<file path="config.mk">
export PLATFORM = sky130hd
export DESIGN_NAME = even_parity_serial_tx
export DESIGN_NICKNAME = d
export VERILOG_FILES = /design/src/rtl/even_parity_pkg.sv /design/src/rtl/even_parity_gen.sv /design/src/rtl/even_parity_serial_tx.sv
export SDC_FILE = /design/constraint.sdc
export NUM_CORES = 1
export LEC_CHECK = 0
export BUFFER_PORTS_ARGS = -buffer_cell sky130_fd_sc_hd__buf_4
export CAP_MARGIN = 10
export CORE_ASPECT_RATIO = 0.8
export CORE_MARGIN = 2
export CORE_UTILIZATION = 30
export CTS_BUF_LIST = sky130_fd_sc_hd__clkbuf_8
export CTS_CLUSTER_SIZE = 40
export DETAILED_ROUTE_END_ITERATION = 6
export MAX_ROUTING_LAYER = met4
export PLACE_DENSITY = 0.55
export SYNTH_ARGS = -nofsm -noshare
export SYNTH_HDL_FRONTEND = slang
export SYNTH_SLANG_ARGS = --single-unit
</file>
<file path="constraint.sdc">
create_clock -name clk -period 4.45 [get_ports clk]
set_input_delay 0 -clock clk [delete_from_list [all_inputs] [get_ports clk]]
set_output_delay 0 -clock clk [all_outputs]
set_load 0.05 [all_outputs]
</file>
<file path="src/rtl/even_parity_pkg.sv">
// Shared types and line-level constants for the even-parity serial link.
package even_parity_pkg;

    typedef enum logic [2:0] {
        IDLE,
        START,
        DATA,
        PARITY,
        STOP
    } txState_t;

    localparam logic LINE_IDLE = 1'b1;
    localparam logic START_BIT = 1'b0;
    localparam logic STOP_BIT  = 1'b1;

endpackage

</file>
<file path="src/rtl/even_parity_gen.sv">
// Even-parity generator: XOR reduction of the word, shared by the TX and RX sides.
module even_parity_gen #(
    parameter int DATA_W = 4
) (
    input  logic [DATA_W-1:0] data,
    output logic              parity
);

    assign parity = ^data;

endmodule

</file>
<file path="src/rtl/even_parity_serial_tx.sv">
// Even-parity serial transmitter: frames a handshaked word as start, LSB-first data, parity, stop.
module even_parity_serial_tx
    import even_parity_pkg::*;
#(
    parameter int DATA_W     = 4,
    parameter int BIT_CYCLES = 1
) (
    input  logic              clk,
    input  logic              rst,
    input  logic              in_valid,
    input  logic [DATA_W-1:0] in_data,
    output logic              in_ready,
    output logic              tx_out,
    output logic              tx_busy,
    output logic              parity_out,
    output logic              frame_done
);

    localparam int CNT_W = (BIT_CYCLES > 1) ? $clog2(BIT_CYCLES) : 1;
    localparam int IDX_W = (DATA_W > 1) ? $clog2(DATA_W) : 1;
    localparam logic [CNT_W-1:0] CYC_LAST = CNT_W'(BIT_CYCLES - 1);
    localparam logic [IDX_W-1:0] BIT_LAST = IDX_W'(DATA_W - 1);

    txState_t          state, stateNext;
    logic [CNT_W-1:0]  cycCnt, cycCntNext;
    logic [IDX_W-1:0]  bitIdx, bitIdxNext;
    logic [DATA_W-1:0] shreg, shregNext;
    logic              parityNext;
    logic              txNext;
    logic              busyNext;
    logic              doneNext;
    logic              cycleEnd;
    logic              accept;
    logic              wordParity;

    even_parity_gen #(
        .DATA_W(DATA_W)
    ) uParityGen (
        .data  (in_data),
        .parity(wordParity)
    );

    assign in_ready = (state == IDLE) && !rst;
    assign accept   = in_valid && in_ready;
    assign cycleEnd = (cycCnt == CYC_LAST);

    always_comb begin
        stateNext  = state;
        cycCntNext = cycCnt;
        bitIdxNext = bitIdx;
        shregNext  = shreg;
        parityNext = parity_out;

        if (state != IDLE) begin
            cycCntNext = cycleEnd ? '0 : cycCnt + 1'b1;
        end

        case (state)
            IDLE: begin
                if (accept) begin
                    stateNext  = START;
                    shregNext  = in_data;
                    parityNext = wordParity;
                end
            end
            START: begin
                if (cycleEnd) begin
                    stateNext  = DATA;
                    bitIdxNext = '0;
                end
            end
            DATA: begin
                if (cycleEnd) begin
                    shregNext = shreg >> 1;
                    if (bitIdx == BIT_LAST) begin
                        stateNext = PARITY;
                    end else begin
                        bitIdxNext = bitIdx + 1'b1;
                    end
                end
            end
            PARITY: begin
                if (cycleEnd) stateNext = STOP;
            end
            STOP: begin
                if (cycleEnd) stateNext = IDLE;
            end
            default: stateNext = IDLE;
        endcase

        // Outputs are registered, so derive them from where the FSM lands next.
        case (stateNext)
            START:   txNext = START_BIT;
            DATA:    txNext = shregNext[0];
            PARITY:  txNext = parityNext;
            STOP:    txNext = STOP_BIT;
            default: txNext = LINE_IDLE;
        endcase
        busyNext = (stateNext != IDLE);
        doneNext = (stateNext == STOP) && (cycCntNext == CYC_LAST);
    end

    always_ff @(posedge clk) begin
        if (rst) begin
            state      <= IDLE;
            cycCnt     <= '0;
            bitIdx     <= '0;
            shreg      <= '0;
            parity_out <= 1'b0;
            tx_out     <= LINE_IDLE;
            tx_busy    <= 1'b0;
            frame_done <= 1'b0;
        end else begin
            state      <= stateNext;
            cycCnt     <= cycCntNext;
            bitIdx     <= bitIdxNext;
            shreg      <= shregNext;
            parity_out <= parityNext;
            tx_out     <= txNext;
            tx_busy    <= busyNext;
            frame_done <= doneNext;
        end
    end

endmodule
</file>
## Word-level counts from Yosys, hierarchy flattened

Index checks and enable logic that the tools add are counted.
W data, S select, Z words.

- Bitwise operators: 1
- Reduce and logical (&&, ||, !) cells: 12
- Equality and inequality tests: 13
- Add/subtract/negate cells: 2
- Muxes and demuxes: 19

Operators with widths:

| operator | count |
|---|---|
| $mux W3 | 6 |
| $pmux W3 S5 | 1 |
| $eq A3 B2 Y1 const B | 4 |
| $mux W4 | 2 |
| $ne A2 B2 Y1 const B | 4 |
| $pmux W4 S2 | 1 |
| $eq A3 B1 Y1 const B | 2 |
| $eq A3 B3 Y1 const B | 2 |
| $mux W2 | 3 |
| $reduce_bool A3 Y1 | 2 |
| $mux W1 | 4 |
| $pmux W2 S2 | 1 |
| $reduce_and A4 Y1 | 1 |
| $reduce_bool A2 Y1 | 2 |
| $reduce_xor A4 Y1 | 1 |
| $logic_and A1 B1 Y1 | 3 |
| $logic_not A3 Y1 | 1 |
| $pmux W1 S3 | 1 |
| $reduce_and A3 Y1 | 1 |
| $add A2 B1 Y2 const B | 1 |
| $eq A2 B2 Y1 const B | 1 |
| $add A1 B1 Y1 const B | 1 |
| $logic_not A1 Y1 | 1 |
| $not A1 Y1 | 1 |

- Output and inout bits: 5
- Logic and storage cells: 56
- Bits in registers: 14

## Logic depth before layout (Yosys ltp)

- Word-level depth: 7
- Gate-level depth with buffers: 5

## Hierarchy

A second synthesis with hierarchy kept.

- Cell total of the unflattened synthesis: 76
- Area, all modules: 725.7 um2

Modules (own cells, without submodules):

| module | cells each | times used | sequential area each (um2) | area an instance (um2) |
|---|---|---|---|---|
| even_parity_serial_tx | 73 | 1 | 280.3 | 699.4 |
| even_parity_gen | 3 | 1 | 0.0 | 26.3 |

## Least setup slack after synthesis

OpenSTA, ideal clock, no wires.

- Kind: register -> register
- Start: register state[1]
- End: register tx_out
- Cell stages (with the launch flop): 5
- Required time: 4.328 ns
- Clock period less this slack: 1.931 ns
- Data arrival time: 1.809 ns
- Setup time: 0.122 ns
- Setup slack: 2.519 ns
- Cell sequence: dfxtp_1 > nor4_4 > nand2_1 > o21a_1 > o32a_1

- Cells in the longest elaborated chain, start to end: 7
- Elaborated cells between the ends (all ways): 22

Ends and longest elaborated chain:

| item | RTL line | source |
|---|---|---|
| start: declaration | even_parity_serial_tx.sv:24 | `txState_t state, stateNext;` |
| start signal: assignment | even_parity_serial_tx.sv:114 | `state <= stateNext;` |
| $logic_not A3 Y1 * | even_parity_serial_tx.sv:43 | `assign in_ready = (state == IDLE) && !rst;` |
| $logic_and A1 B1 Y1 * | even_parity_serial_tx.sv:43 |  |
| named net in_ready | even_parity_serial_tx.sv:12 | `output logic in_ready,` |
| $logic_and A1 B1 Y1 * | even_parity_serial_tx.sv:44 | `assign accept = in_valid && in_ready;` |
| $mux W3 | even_parity_serial_tx.sv:60 | `if (accept) begin` |
| $pmux W3 S5 | even_parity_serial_tx.sv:58 | `case (state)` |
| $eq A3 B2 Y1 or $eq A3 B1 Y1 (tied branches) | even_parity_serial_tx.sv:92 | `case (stateNext)` |
| $pmux W1 S3 * | even_parity_serial_tx.sv:92 |  |
| end signal: assignment | even_parity_serial_tx.sv:119 | `tx_out <= txNext;` |
| end: declaration | even_parity_serial_tx.sv:13 | `output logic tx_out,` |

The timed path passes the listed nets; every way through them passes the cells marked *. The select of a mux whose other input is x is not followed.
A chain may end at the register's enable or synchronous reset.

## Worst setup path after layout

- Start: register state[0]
- End: register tx_out

- Cells in the longest elaborated chain, start to end: 7
- Elaborated cells between the ends (all ways): 22

Ends and longest elaborated chain:

| item | RTL line |
|---|---|
| $logic_not A3 Y1 | even_parity_serial_tx.sv:43, even_parity_serial_tx.sv:58 |
| $logic_and A1 B1 Y1 | even_parity_serial_tx.sv:43 |
| $logic_and A1 B1 Y1 | even_parity_serial_tx.sv:44 |
| $mux W3 | even_parity_serial_tx.sv:60 |
| $pmux W3 S5 | even_parity_serial_tx.sv:58 |
| $eq A3 B2 Y1 or $eq A3 B1 Y1 (tied branches) | even_parity_serial_tx.sv:92 |
| $pmux W1 S3 * | even_parity_serial_tx.sv:92 |

Mark *: on every way between the ends. The rest lies on a longest branch, timed or not. The select of a mux whose other input is x is not followed.

==> results.yml <==
clock_tree:
  insertion_delay_ns: 0.24
  cts-resized-gates: 0
  h-tree-depth: 1
  cts_buffers: 3
  cts_hold_buf: 0
  cts_setup_buffers: 0
  clock_path_buffers: 2
  numClockSinks: 14
  cts.reportedPaths.clkPinSlew_ns: 0.06
  root_buffer: "clkbuf_8"
  cts_tree: "built"
timing:
  setup_tns_ns: 0
  fin_worst_skew_ns: 0.00374
  finalMaxSlewViolations: 0
  rsz0062_at_grt: "false"
  hold_viol: 0
  min_period_ns: 1.78
  max-slew-margin-rel: 0.639
  timing.fmax_ghz: 0.562
  tightest_slew_ns: 0.537
  setup_viol: 0
  fin_crit_sh: 0.400
finish:
  area_growth_pct: 20.8
  fin_nets: 94
  final_common_cell: "dfxtp_1"
  drive_gt1_frac: 0.224
  final_cell_mix: "dfxtp_1, buf_4, nor2_1, a21oi_1, nor2b_1"
  fin_util: 0.387
  nFillCells: 230
  antenna_cells: 0
synth:
  ys_ff_latch: 14
  ys_types: 33
  synth_edf_count: 0
  synth.net_count: 83
  yosysSeqAreaShare: 0.402
  async_flop_share: 0
  postSynthCellCount: 75
  synth_top_family_by_area: "simple AND/OR/NAND/NOR gates"
  synth_compound_area_frac: 0.153
  synth-simple-area-share: 0.314
  synthMuxAreaShare: 0.0287
  synth_xor_area_frac: 0.0503
  syn_avg_cell_area_um2: 9.29
  syn_area_um2: 697
  ys.flop_type: "dfxtp_1"
  yosysWarnings: 0
  synth_adder_area_share: 0.0180
run:
  drv_cap: 0
power:
  clock_power_share: 0.402
  power_density_nw_per_um2: 372
  seq_power_share: 0.435
  swShare: 0.263
  switchingPower_w: 0.0000823
  ir_drop_mv: 0.257
  p_int_w: 0.000231
  p_comb_frac: 0.163
  p_leak_nw: 0.342
drt:
  firstDrtPassIters: 4
  antenna_left: 0
  vias: 542
  wl_per_cell_um: 12.3
  totalWireLength_um: 1360
  drc: 0
  drt-initial-drc-count: 14
  via_per_inst: 4.93
global_route:
  antenna_found_initial: 0
  grt.overflow.total: 0
  track_usage: 0.115
  grt_pass1_wl_um: 2210
  grt_pass1_vias: 458
  grt_max_degree: 16
worst_setup_path:
  crit_required_ns: 4.58
  critPathKind: "reg2reg"
  path_max_fanout: 11
  slowest_stage: "nor4_4"
  cp_top_family: "simple AND/OR/NAND/NOR gates"
  arrival_ns: 1.91
  max_stage_delay_ns: 0.57
  path_cells: "nor4_4 > nand2_1 > o21a_1 > o32a_1"
  crit_path_start_kind: "flip-flop"
  crit_buf_inv: 0
  cp-end-kind: "flip-flop"
floorplan:
  rows: 15
  initial_utilization: 0.320
  placeableCoreArea_um2: 2180
  die_area_um2: 2730
  dieWidth_um: 57.9
  fp.dieH_um: 47.1
  top_level_ports: 12
placement:
  place_congestion: 0.758
  io_buffers: 11
  dpl.hpwl_um: 977
status:
  outcome: "complete, no violations"
min_path:
  hp-class: "in2reg"
-- flip-flops by register name (all words and copies together), names as in the netlist --
| name | cells |
|---|---|
| bitIdx | 2 |
| cycCnt | 1 |
| frame_done | 1 |
| parity_out | 1 |
| shreg | 4 |
| state | 3 |
| tx_busy | 1 |
| tx_out | 1 |
-- power by group through the flow --
stage | Clock (W) | Sequential (W) | Combinational [W]
after global routing | 0.000136 | 0.000137 | 0.0000551
after global placement | 0 | 0.000139 | 0.0000511
after detailed placement | 0 | 0.000139 | 0.0000512
after CTS | 0.000130 | 0.000136 | 0.0000514
final | 0.000126 | 0.000136 | 0.0000511
after floorplan | 0 | 0.000144 | 0.0000313
-- worst min-delay path: stages --
cell,delay [ns]
buf_4,0.12
nand3_1,0.07
a21oi_1,0.05
-- path summary, 6_finish.rpt --
check	from	to	slack [ns]	depth (start not counted)
max	state[0]	tx_out	2.67	4
min	in_data[3]	shreg[3]	0.04	3
max reg2reg	state[0]	tx_out	2.67	4
min reg2reg	shreg[2]	shreg[2]	0.46	2
-- metal layers --
metal	global-route usage	wire length, µm	vias to the layer above
li1	-	-	286
met2	0.150	501	13
met1	0.163	790	241
met3	0.0496	60	2
met5	-	0	-
met4	0.0140	5	0
-- through the flow --
| stage | hold slack, ns | setup slack, ns | total power, W | cell area, µm² | std cells |
|---|---|---|---|---|---|
| final | 0.0422 | 2.67 | 0.000313 | 842 | 110 |
| after floorplan | 0.0715 | 2.52 | 0.000176 | 697 | 75 |
| after global routing | 0.0396 | 2.59 | 0.000328 | 842 | 110 |
| after CTS | 0.0417 | 2.67 | 0.000317 | 842 | 110 |
| after detailed placement | 0.301 | 2.68 | 0.000190 | 787 | 106 |
| after global placement | 0.299 | 2.77 | 0.000190 | 787 | 106 |
-- layout make-up --
class	count	area, µm²	share of cell area
well taps	25	31.3	0.0371
flip-flops and latches	14	280	0.333
clock buffers	4	55.1	0.0654
repair buffers	11	82.6	0.0981
multi-input cells	56	393	0.467
-- synth_stat cells (all sizes together), types with 3 or more instances --
master	number	area share
nor2	7	0.038
nand2	3	0.016
a21oi	8	0.063
nor3b	3	0.039
buf	3	0.023
nor2b	5	0.045
nand3	3	0.022
dfxtp	14	0.40
xnor2	3	0.038
nor3	4	0.029
-- cell families after synthesis --
kind of cell / Yosys count
adder cells (fa/ha/maj): 1
flip-flops: 14
AND/OR/NAND/NOR: 33
XOR/XNOR: 4
multiplexers: 2
AO/OA/AOI/OAI: 16
buffers and inverters: 5
No activity file was read; power rests on OpenSTA's default activity.
